===== src/rtl/fetch_queue_stage_pkg.sv =====
// fetch_queue_stage_pkg: shared widths, reset PC and miss-FSM encoding for the fetch stage
package fetch_queue_stage_pkg;
  localparam int unsigned FQ_ADDR_W = 32;
  localparam int unsigned FQ_INST_W = 32;
  localparam int unsigned FQ_LINE_W = 128;
  localparam int unsigned FQ_QDEPTH = 4;
  localparam logic [31:0] FQ_RESET_PC = 32'h0000_1000;
  localparam logic RUN = 1'b0;
  localparam logic MISS = 1'b1;
  typedef enum logic {S_RUN = RUN, S_MISS = MISS} fq_state_e;
endpackage


===== src/rtl/fetch_queue_stage_fifo.sv =====
// fetch_queue_stage_fifo: circular FIFO with flush; head reads as zero while empty
module fetch_queue_stage_fifo #(
  parameter int unsigned WIDTH = 64,
  parameter int unsigned DEPTH = 4
) (
  input  logic             clk,
  input  logic             reset,
  input  logic             flush_i,
  input  logic             push_i,
  input  logic             pop_i,
  input  logic [WIDTH-1:0] data_i,
  output logic [WIDTH-1:0] data_o,
  output logic             full_o,
  output logic             empty_o
);
  localparam int unsigned AW = $clog2(DEPTH);
  logic [WIDTH-1:0] mem_q [DEPTH];
  logic [AW:0] wr_q, rd_q, wr_d, rd_d;
  logic do_push, do_pop;
  assign empty_o = wr_q == rd_q;
  assign full_o = (wr_q[AW] != rd_q[AW]) && (wr_q[AW-1:0] == rd_q[AW-1:0]);
  assign do_pop = pop_i && !empty_o;
  assign do_push = push_i && (!full_o || do_pop);
  assign data_o = empty_o ? '0 : mem_q[rd_q[AW-1:0]];
  always_comb begin
    wr_d = flush_i ? '0 : wr_q + {{AW{1'b0}}, do_push};
    rd_d = flush_i ? '0 : rd_q + {{AW{1'b0}}, do_pop};
  end
  always_ff @(posedge clk) begin
    if (reset) begin
      wr_q <= '0;
      rd_q <= '0;
    end else begin
      wr_q <= wr_d;
      rd_q <= rd_d;
    end
    if (do_push) mem_q[wr_q[AW-1:0]] <= data_i;
  end
endmodule


===== src/rtl/fetch_queue_stage.sv =====
// fetch_queue_stage: PC, one-line L0 buffer and miss FSM feeding decode through a fetch queue
module fetch_queue_stage
  import fetch_queue_stage_pkg::*;
#(
  parameter int unsigned ADDR_W = FQ_ADDR_W,
  parameter int unsigned INST_W = FQ_INST_W,
  parameter int unsigned LINE_W = FQ_LINE_W,
  parameter int unsigned QDEPTH = FQ_QDEPTH,
  parameter logic [ADDR_W-1:0] RESET_PC = ADDR_W'(FQ_RESET_PC)
) (
  input  logic              clk,
  input  logic              reset,
  input  logic              redirect_valid,
  input  logic [ADDR_W-1:0] redirect_pc,
  output logic              out_valid,
  input  logic              out_ready,
  output logic [ADDR_W-1:0] out_pc,
  output logic [INST_W-1:0] out_instr,
  output logic              mem_req,
  output logic [ADDR_W-1:0] mem_addr,
  input  logic              mem_rdy,
  input  logic [LINE_W-1:0] mem_line
);
  localparam int unsigned OFF = $clog2(LINE_W / 8);
  localparam int unsigned WSEL = $clog2(LINE_W / INST_W);
  localparam int unsigned NW = LINE_W / INST_W;
  localparam logic [ADDR_W-1:0] STEP = ADDR_W'(INST_W / 8);
  localparam logic [ADDR_W-1:0] ALIGN = ~(STEP - 1'b1);
  fq_state_e st_q, st_d;
  logic [ADDR_W-1:0] pc_q, pc_d, addr_q, addr_d;
  logic [ADDR_W-OFF-1:0] tag_q, tag_d;
  logic [NW-1:0][INST_W-1:0] l0_q, l0_d;
  logic l0v_q, l0v_d, req_q, req_d;
  logic hit, push, pop, full, empty;
  assign hit = l0v_q && tag_q == pc_q[ADDR_W-1:OFF];
  assign pop = out_ready && !empty;
  assign push = st_q == S_RUN && hit && !redirect_valid && (!full || pop);
  assign out_valid = !empty;
  assign mem_req = req_q;
  assign mem_addr = addr_q;
  // A redirect never cancels an outstanding miss; the returned line still fills L0.
  always_comb begin
    pc_d = redirect_valid ? (redirect_pc & ALIGN) : (push ? pc_q + STEP : pc_q);
    st_d = st_q;
    req_d = req_q;
    addr_d = addr_q;
    tag_d = tag_q;
    l0_d = l0_q;
    l0v_d = l0v_q;
    if (st_q == S_RUN && !hit && !redirect_valid) begin
      st_d = S_MISS;
      req_d = 1'b1;
      addr_d = {pc_q[ADDR_W-1:OFF], {OFF{1'b0}}};
    end else if (st_q == S_MISS && mem_rdy) begin
      st_d = S_RUN;
      req_d = 1'b0;
      tag_d = addr_q[ADDR_W-1:OFF];
      l0_d = mem_line;
      l0v_d = 1'b1;
    end
  end
  always_ff @(posedge clk) begin
    if (reset) begin
      pc_q <= RESET_PC & ALIGN;
      st_q <= S_RUN;
      req_q <= 1'b0;
      addr_q <= '0;
      tag_q <= '0;
      l0_q <= '0;
      l0v_q <= 1'b0;
    end else begin
      pc_q <= pc_d;
      st_q <= st_d;
      req_q <= req_d;
      addr_q <= addr_d;
      tag_q <= tag_d;
      l0_q <= l0_d;
      l0v_q <= l0v_d;
    end
  end
  fetch_queue_stage_fifo #(.WIDTH(ADDR_W + INST_W), .DEPTH(QDEPTH)) u_fifo (
    .clk(clk),
    .reset(reset),
    .flush_i(redirect_valid),
    .push_i(push),
    .pop_i(out_ready),
    .data_i({pc_q, l0_q[pc_q[OFF-1:OFF-WSEL]]}),
    .data_o({out_pc, out_instr}),
    .full_o(full),
    .empty_o(empty)
  );
endmodule


===== config.mk =====
export PLATFORM = sky130hd
export DESIGN_NAME = fetch_queue_stage
export DESIGN_NICKNAME = d
export VERILOG_FILES = /design/src/rtl/fetch_queue_stage_pkg.sv /design/src/rtl/fetch_queue_stage_fifo.sv /design/src/rtl/fetch_queue_stage.sv
export SDC_FILE = /design/constraint.sdc
export NUM_CORES = 1
export LEC_CHECK = 0
export ABC_CLOCK_PERIOD_IN_PS = 8900
export CORE_MARGIN = 2
export CORE_UTILIZATION = 51
export DETAILED_ROUTE_END_ITERATION = 8
export DONT_BUFFER_PORTS = 1
export HOLD_SLACK_MARGIN = 0.08
export PLACE_DENSITY_LB_ADDON = 0.1
export SLEW_MARGIN = 30
export SYNTH_ARGS = -nofsm -noshare
export SYNTH_HDL_FRONTEND = slang
export SYNTH_SLANG_ARGS = --single-unit

===== constraint.sdc =====
create_clock -name clk -period 8.9 [get_ports clk]
set_input_delay 0.89 -clock clk [delete_from_list [all_inputs] [get_ports clk]]
set_output_delay 0.89 -clock clk [all_outputs]
set_load 0.01 [all_outputs]

==> run_results.csv, run 1 <==
group,metric,value,unit
worst_setup_path,cp-start-kind,"register",
drt,met2_length,20720,um
pwr,p_leak,6.669,nW
pwr,pwr-share-clk,0.436,
drt,wl,44590,um
synth,synthCells,1533,
drt,wl_met3,2889,um
worst_setup_path,cp_max_fo,33,
pwr,p_per_area,213.0,nW/um^2
timing,worst_slew_pin_slew,943.7,ps
global_route,grt_pass1_vias,11544,
global_route,grt_max_degree,223,
hold_path,hold_path_end,"l0_q[95]$_SDFFE_PP0P_",
die,start_util,0.5172,
timing,final-hold-violation-count,0,
synth,async_flop_share,0,
worst_setup_path,worstSetupPathType,"register to register",
hold_path,hold_depth,1,
synth,synth_cell_type_count,51,
place,pre_cts_ws,5009,ps
drt,drtAntennaViolNets,0,
cts,cts_max_level,2,
worst_setup_path,cp.arrival,4140,ps
worst_setup_path,reg2reg_to,"u_fifo.mem_q[3][10]$_DFFE_PP_",
global_route,grt_usage,0.2315,
flow_run,max-cap-violations,0,
place,dpl_cell_area,19280,um^2
synth,synth.most_common_cell,"nand2_1",
die,chipWidth,196.7,um
worst_setup_path,crit_chain,"xnor2_2 -> nand4_1 -> nor4_4 -> nand4_2 -> nor3_2 -> buf_4 -> buf_12",
hold_path,hold_class,"input port to register",
timing,slew_headroom,0.3708,
place,hpwl,27480,um
timing,rsz0062_at_grt,"no",
layout,area_delta_synth_final,9.846,%
pwr,power.internal,3.494,mW
cts,cts_buffers,49,
drt,drt_pass1_iterations,5,
timing,slew_violations,0,
cts,clock_path_buffers,3,
timing,fin_crit,3886,ps
synth,synth-seq-area-share,0.6280,
pwr,comb_power_share,0.031,
pwr,switching_share,0.2112,
layout,drive_above_1_share,0.1274,
cts,post_cts_resized,0,
pwr,pwr-share-seq,0.533,
timing,max_freq,257.3,MHz
drt,vias_per_cell,5.817,
drt,drt_iter0_drc,862,
hold_path,hp-start,"reset",
global_route,grt_pass1_wl,67700,um
synth,synth_edf_count,248,
drt,wl_met1,20070,um
drt,drc,0,
die,die_h,196.7,um
synth,synth_top_cell_by_area,"edfxtp_1",
timing,finClkSkew,21.27,ps
cts,cts_setup_buffers,0,
die,ioPinCount,263,
cts,clock_latency,580,ps
pwr,ir_worst_vdd,0.0001589,V
global_route,grt-ovfl-total,0,
pwr,power.switching,935.6,uW
synth,synth.area.top_cells,"edfxtp_1 39%, dfxtp_1 23%, mux4_2 11%, nand2_1 7.0%, a21oi_1 4.2%",
timing,fin_setup_tns,0,ps
worst_setup_path,cp.required,9160,ps
worst_setup_path,reg2reg_depth,7,
worst_setup_path,critPathMaxStageDelay,800,ps
outcome,outcome,"completed",
layout,final_cell_area,20800,um^2
worst_setup_path,crit_slowest_cell,"nand4_2",
synth,ys_warn_count,0,
drt,vias,11600,
die,rows,70,
timing,setup_viol,0,
place,io_buffers,0,
cts,cts-root-buf,"clkbuf_16",
global_route,antenna_found_initial,5,
die,dieArea,38680,um^2
timing,hold_slack,385.3,ps
synth,synth.top_cell.area_share,0.3933,
cts,postCtsHoldBufs,0,
cts,clk_pin_slew_worst_paths,60,ps
place,gp_congestion,0.8360,
cts,cts_tree,"built",
synth,synthTopCellsByCount,"351 x nand2_1, 248 x edfxtp_1, 222 x dfxtp_1",
worst_setup_path,r2r_start,"pc_q[24]$_SDFFE_PP0P_",
synth,synthFlopType,"edfxtp_1",
drt,wl_per_cell,22.36,um
die,core_area,36610,um^2
layout,layout.nets,1656,
timing,timing.final.ws_setup,5014,ps
worst_setup_path,crit_start,"pc_q[24]$_SDFFE_PP0P_",
timing,fin_crit_sh,0.4366,
worst_setup_path,r2r_slack,5010,ps
synth,avgSynthCellArea,12.35,um^2
cts,clock_sinks,470,
synth,synth.cell_area,18930,um^2
synth,ys_ff_latch,470,
drt,top_layer,"met5",
worst_setup_path,crit_path_end_kind,"register",
==> layout make-up <==
type | instances | area [um^2]
repair buffers | 14 | 161.4
clock inverters | 19 | 141.4
clock buffers | 69 | 1371
diodes | 3 | 7.507
inverters | 9 | 33.78
fillers | 3088 | 15810
well taps | 468 | 585.6
multi-input cells | 942 | 6596
flip-flops and latches | 470 | 11900
==> metrics by stage <==
step | utilization | cells | power (mW)
2_1_floorplan | - | 1538 | 2.516
3_3_place_gp | 0.5244 | 1900 | 2.540
3_5_place_dp | 0.5266 | 1903 | 2.545
4_1_cts | 0.5679 | 1991 | 4.471
5_1_grt | 0.5681 | 1994 | 4.577
6_report | 0.5681 | 1994 | 4.429
==> cell families after synthesis <==
group                    Yosys count  share of synthesized area
AO/OA/AOI/OAI                    220                    0.06549
other                              1                  0.0001981
flip-flops                       470                     0.6280
buffers and inverters            126                    0.02736
XOR/XNOR                          36                    0.01705
adder cells (fa/ha/maj)            5                   0.003304
multiplexers                     124                     0.1277
AND/OR/NAND/NOR                  551                     0.1309
==> flip-flops by register name, summed over array words and instances, names as in the netlist <==
| name | flops |
|---|---|
| u_fifo.mem_q | 248 |
| mem_addr | 28 |
| tag_q | 28 |
| l0_q | 128 |
| mem_req | 1 |
| u_fifo.wr_q | 3 |
| pc_q | 30 |
| l0v_q | 1 |
| u_fifo.rd_q | 3 |
==> routing by layer <==
layer,global-route usage,vias to the layer above
met3,0.05493,67
met2,0.3566,302
met5,0,-
li1,-,5436
met4,0.06711,2
met1,0.3305,5793
==> placed cells by master, fill, tap and decap left out, types with 8 or more instances in the layout <==
cell type,Yosys,layout
clkbuf_1,85,13
xnor2_1,29,29
nor2b_1,66,66
clkinv_1,1,8
clkinv_2,0,8
nor2_1,45,45
clkbuf_16,0,49
a31oi_1,25,25
nand2_1,351,350
inv_1,8,8
buf_4,6,8
mux4_2,94,94
dfxtp_1,222,218
a21oi_1,158,158
mux2i_1,30,30
edfxtp_1,248,248
o211ai_1,11,11
nand3_1,16,16
or3_1,15,15
nand4_1,13,13
and2_1,9,8
==> critical path, delay by kind of cell, from the launching register on <==
kind / cells / cell delay, ps
buffers and inverters: 2 / 780
xor gates and xnor gates: 1 / 170
DFF: 1 / 660
and+or+nand+nor: 4 / 1930
==> worst max-delay path by stage <==
stage	end	slack, ps	cells past startpoint
2_1_floorplan	u_fifo.mem_q[1][0]$_DFFE_PP_	2290	6
3_3_place_gp	u_fifo.mem_q[0][52]$_DFFE_PP_	4890	6
3_5_place_dp	u_fifo.mem_q[3][51]$_DFFE_PP_	5010	7
4_1_cts	out_instr[31]	4920	3
5_1_grt	u_fifo.mem_q[3][7]$_DFFE_PP_	4680	7
6_report	u_fifo.mem_q[3][10]$_DFFE_PP_	5010	7
==> power groups by stage <==
| stage | Combinational (mW) | Sequential [mW] | Clock [mW] |
|---|---|---|---|
| global route | 0.155 | 2.36 | 2.06 |
| global placement | 0.136 | 2.40 | 0 |
| finish | 0.138 | 2.36 | 1.93 |
| CTS | 0.140 | 2.36 | 1.97 |
| detailed placement | 0.140 | 2.41 | 0 |
| floorplan | 0.133 | 2.38 | 0 |
Power figures use the tool's default switching activity.
==> run 2, diff against run 1 <==
ABC_CLOCK_PERIOD_IN_PS = 3200   (was 8900)
clock period = 3.2 ns   (was 8.9 ns; I/O delays follow)
==> run_results.csv, run 2 (same netlist as run 1, synthesis figures left out) <==
group,metric,value,unit
worst_setup_path,crit_chain,"xnor2_1 -> nand4_1 -> nor4_4 -> buf_4 -> nand4_1 -> or3_1 -> a311oi_1",
worst_setup_path,crit_slowest_cell,"or3_1",
pwr,switching_share,0.2174,
layout,layout_commonest_cell,"nand2_1",
worst_setup_path,critPathMaxStageDelay,520,ps
cts,clock_path_buffers,3,
global_route,grt_max_degree,169,
timing,slew_violations,0,
die,dieArea,38680,um^2
timing,fin_crit,2803,ps
worst_setup_path,cp-start-kind,"register",
cts,clk_pin_slew_worst_paths,60,ps
layout,layout.nets,1865,
timing,setup_viol,0,
drt,drc,0,
worst_setup_path,r2r_slack,400,ps
layout,fillers,2832,
cts,cts_buffers,49,
layout,seqCellArea,11910,um^2
layout,drive_above_1_share,0.1411,
worst_setup_path,cpMostUsedCell,"nand4_1",
cts,clock_sinks,470,
worst_setup_path,crit_start,"pc_q[27]$_SDFFE_PP0P_",
global_route,grt_pass1_wl,73750,um
global_route,grt_pass1_vias,12516,
drt,drt_iter0_drc,916,
drt,wl,48270,um
layout,final_cell_mix,"350 x nand2_1, 248 x edfxtp_1, 209 x dfxtp_1, 166 x dlygate4sd3_1, 158 x a21oi_1",
worst_setup_path,cp.arrival,3240,ps
timing,worst_slew_pin_slew,759.0,ps
pwr,finalPower,12.54,mW
die,chipWidth,196.7,um
hold_path,hold_class,"input port to register",
place,io_buffers,0,
layout,utilization,0.6274,
pwr,power.switching,2.726,mW
worst_setup_path,reg2reg_to,"pc_q[5]$_SDFFE_PP0P_",
place,gp_congestion,0.9078,
cts,post_cts_resized,0,
timing,max_freq,356.7,MHz
pwr,p_leak,7.766,nW
worst_setup_path,cp_max_fo,10,
drt,vias_per_cell,5.705,
flow_run,max-cap-violations,0,
cts,cts_max_level,2,
timing,slew_headroom,0.4940,
die,die_h,196.7,um
cts,cts-root-buf,"clkbuf_16",
pwr,p_per_area,546.1,nW/um^2
die,ioPinCount,263,
timing,rsz0062_at_grt,"no",
timing,fin_setup_tns,0,ps
global_route,grt_usage,0.2514,
die,start_util,0.5172,
pwr,power.internal,9.815,mW
pwr,comb_power_share,0.056,
place,hpwl,29570,um
drt,drtAntennaViolNets,0,
layout,largest_register_ffs,248,
timing,final-hold-violation-count,0,
timing,fin_crit_sh,0.8760,
hold_path,hp-start,"reset",
worst_setup_path,worstSetupPathType,"register to register",
global_route,antenna_found_initial,1,
cts,clock_latency,560,ps
layout,multiInputGateArea,6638,um^2
cts,cts_tree,"built",
timing,finClkSkew,13.72,ps
worst_setup_path,crit_path_end_kind,"register",
cts,postCtsHoldBufs,168,
die,core_area,36610,um^2
worst_setup_path,reg2reg_depth,7,
drt,wl_per_cell,21.88,um
drt,vias,12586,
pwr,pwr-share-clk,0.425,
die,rows,70,
worst_setup_path,crit_end,"pc_q[5]$_SDFFE_PP0P_",
layout,area_delta_synth_final,21.30,%
cts,cts_setup_buffers,0,
worst_setup_path,cp.required,3640,ps
pwr,pwr-share-seq,0.519,
global_route,grt-ovfl-total,0,
worst_setup_path,r2r_start,"pc_q[27]$_SDFFE_PP0P_",
outcome,outcome,"completed",
pwr,ir_worst_vdd,0.0005539,V
drt,drt_pass1_iterations,5,
run 2: cell types whose count changed in the layout (fill, tap and decap cells not counted), sizes merged:
cell / previous run / this run
bufinv: 2 / 1
diode: 3 / 2
clkinv: 16 / 20
dlygate4sd3: 0 / 166
inv: 8 / 9
buf: 14 / 57
run 2: through the flow:
step           hold WS [ps]  instances  worst slack [ps]  area, um^2
5_1_grt               107.4       2205             158.1       22970
3_3_place_gp          406.7       1942             411.6       19710
3_5_place_dp          408.2       1944             411.4       19750
6_report              131.9       2206             396.9       22970
4_1_cts               97.02       2204             357.2       22960
2_1_floorplan         433.1       1538            -350.5       19050
run 2: cell type report:
type | count | share of cell area
Inverter | 9 | 0.001471
Antenna cell | 2 | 0.0002179
Tap cell | 468 | 0.02549
Clock inverter | 23 | 0.005883
Timing Repair Buffer | 223 | 0.09947
Sequential cell | 470 | 0.5187
Clock buffer | 69 | 0.05981
Multi-Input combinational cell | 942 | 0.2890
run 2: metal layers:
metal,vias to the layer above,global-route usage,wire length [um]
met5,-,0,0
met4,0,0.09329,1741
met3,109,0.06040,3577
met2,436,0.3894,22110
met1,6183,0.3480,20830
li1,5858,-,-
run 2: power groups by stage:
stage	logic (mW)	clock network [mW]	registers, mW
final	0.706	5.32	6.51
after global routing	0.766	5.68	6.52
after CTS	0.696	5.45	6.51
after detailed placement	0.502	0	6.64
after global placement	0.492	0	6.63
after floorplan	0.374	0	6.63
run 2: worst min-delay path by stage:
stage / to / slack (ps) / cells past startpoint
floorplan: l0_q[55]$_SDFFE_PP0P_ / 430 / 2
global placement: l0_q[64]$_SDFFE_PP0P_ / 410 / 1
detailed placement: l0_q[64]$_SDFFE_PP0P_ / 410 / 1
CTS: pc_q[19]$_SDFFE_PP0P_ / 100 / 2
global route: pc_q[16]$_SDFFE_PP0P_ / 110 / 2
finish: pc_q[19]$_SDFFE_PP0P_ / 130 / 2
run 2: worst max-delay path, delay by kind of cell (launching register included):
family                 cells  cell delay [ps]
flip-flops                 1              340
AO/OA/AOI/OAI              1              350
XOR/XNOR                   1              240
buffers and inverters      1              240
AND/OR/NAND/NOR            4             1510
==> run 3, diff against run 2 <==
CORE_UTILIZATION = 50   (was 51)
==> run_results.csv, run 3 (same netlist as run 1, synthesis figures left out) <==
group,metric,value,unit
cts,cts_max_level,2,
worst_setup_path,path_delay_family,"simple AND/OR/NAND/NOR gates",
worst_setup_path,crit_slowest_cell,"dlygate4sd3_1",
pwr,p_leak,7.698,nW
timing,worst_slew_pin_slew,887.3,ps
die,core_area,37490,um^2
worst_setup_path,crit_start,"pc_q[13]$_SDFFE_PP0P_",
worst_setup_path,r2r_start,"pc_q[13]$_SDFFE_PP0P_",
cts,clock_sinks,470,
worst_setup_path,worstSetupPathType,"register to register",
outcome,outcome,"completed",
place,dpl_cell_area,19670,um^2
worst_setup_path,path_depth,8,
timing,max_freq,331.1,MHz
flow_run,max-cap-violations,0,
die,rows,71,
global_route,grt_usage,0.2429,
global_route,grt-ovfl-total,0,
cts,cts_buffers,49,
timing,finClkSkew,18.28,ps
pwr,p_per_area,548.7,nW/um^2
drt,wl_per_cell,21.23,um
cts,clock_latency,560,ps
global_route,grt_pass1_wl,72020,um
drt,vias,12444,
cts,clock_path_buffers,3,
die,start_util,0.5051,
cts,cts_tree,"built",
pwr,ir_worst_vdd,0.0005843,V
timing,rsz0062_at_grt,"no",
timing,setup_viol,0,
place,gp_congestion,0.8748,
cts,cts_setup_buffers,0,
drt,drt_iter0_drc,1015,
layout,layout.nets,1852,
worst_setup_path,reg2reg_depth,8,
worst_setup_path,cp.arrival,3520,ps
worst_setup_path,cp_num_buf_inv,2,
cts,cts-root-buf,"clkbuf_16",
cts,clk_pin_slew_worst_paths,70,ps
global_route,antenna_found_initial,3,
drt,drc,0,
worst_setup_path,critPathMaxStageDelay,570,ps
layout,layout_commonest_cell,"nand2_1",
hold_path,hold_class,"input port to register",
layout,area_delta_synth_final,20.89,%
layout,drive_above_1_share,0.1354,
layout,final_cell_mix,"350 x nand2_1, 248 x edfxtp_1, 209 x dfxtp_1, 163 x dlygate4sd3_1, 158 x a21oi_1",
worst_setup_path,cp_max_fo,24,
die,dieArea,39440,um^2
layout,largest_register_ffs,248,
worst_setup_path,crit_chain,"xnor2_1 -> nand4_1 -> nor2_2 -> nand4_2 -> buf_4 -> or4_1 -> a31oi_1 -> dlygate4sd3_1",
worst_setup_path,cp-start-kind,"register",
worst_setup_path,r2r_slack,180,ps
worst_setup_path,crit_end,"pc_q[11]$_SDFFE_PP0P_",
place,hpwl,28880,um
timing,fin_setup_tns,0,ps
layout,final_cell_area,22890,um^2
die,chipWidth,198.6,um
timing,final-hold-violation-count,0,
timing,fin_crit_sh,0.9437,
die,die_h,198.6,um
timing,fin_crit,3020,ps
die,ioPinCount,263,
worst_setup_path,cp.required,3700,ps
drt,drt_pass1_iterations,5,
drt,vias_per_cell,5.568,
global_route,grt_pass1_vias,12238,
place,io_buffers,0,
timing,hold_slack,127.5,ps
drt,wl,47450,um
timing,slew_headroom,0.4085,
timing,slew_violations,0,
worst_setup_path,crit_path_end_kind,"register",
worst_setup_path,reg2reg_to,"pc_q[11]$_SDFFE_PP0P_",
drt,drtAntennaViolNets,0,
global_route,grt_max_degree,169,
## run 3: changes by cell type in the layout (fill, tap and decap cells not counted), sizes merged
cell and delta:
clkinvlp -2, buf -10, diode +1, dlygate4sd3 -3, clkbuf +1, clkinv -1
## run 3: cell type report
class	count	area [um^2]
antenna	3	7.507
clock buffer	70	1410
clock inverter	20	113.9
fill	3039	14600
inverter	9	33.78
multi-input combinational	942	6640
sequential	470	11910
tap	511	639.4
timing repair buffer	210	2133
## run 3: worst min path at each step
stage | depth (start not counted) | to | startpoint | slack, ps
after floorplan | 2 | l0_q[55]$_SDFFE_PP0P_ | l0_q[55]$_SDFFE_PP0P_ | 430
after global placement | 1 | l0_q[126]$_SDFFE_PP0P_ | reset | 400
after detailed placement | 1 | l0_q[64]$_SDFFE_PP0P_ | reset | 410
after global routing | 2 | pc_q[16]$_SDFFE_PP0P_ | reset | 130
final | 2 | pc_q[16]$_SDFFE_PP0P_ | reset | 130
after CTS | 2 | pc_q[16]$_SDFFE_PP0P_ | reset | 100
## run 3: report_power, final
part	total (mW)	leakage (nW)	internal, mW	switching [mW]
clock network	5.36	0.746	3.13	2.23
logic	0.676	2.79	0.306	0.370
registers	6.53	4.17	6.43	0.0918
## run 3: what timing repair did
action                                  CTS  global route
endpoints found under the hold margin   222             0
resized for setup                         0             1
endpoints found under the setup margin    0             4
hold buffers                            165             0
## run 3: worst reg2reg max path, stage by stage (launching register included)
cell           delay, ps
dfxtp_1              550
xnor2_1              200
nand4_1              180
nor2_2               340
nand4_2              160
buf_4                260
or4_1                540
a31oi_1              180
dlygate4sd3_1        570
## run 3: metrics by stage
step	utilization	cells	power, mW	setup slack (ps)
3_3_place_gp	0.5248	1977	7.109	415.8
5_1_grt	0.6105	2233	13.00	22.25
6_report	0.6106	2235	12.56	180.2
3_5_place_dp	0.5248	1977	7.122	366.9
4_1_cts	0.6102	2232	12.66	131.0
2_1_floorplan	-	1538	7.004	-350.5
## run 3: routing by layer
| metal | track usage | wire (um) |
|---|---|---|
| met5 | 0 | 13 |
| met4 | 0.07269 | 1172 |
| met3 | 0.06307 | 3383 |
| met2 | 0.3666 | 21700 |
| met1 | 0.3476 | 21190 |
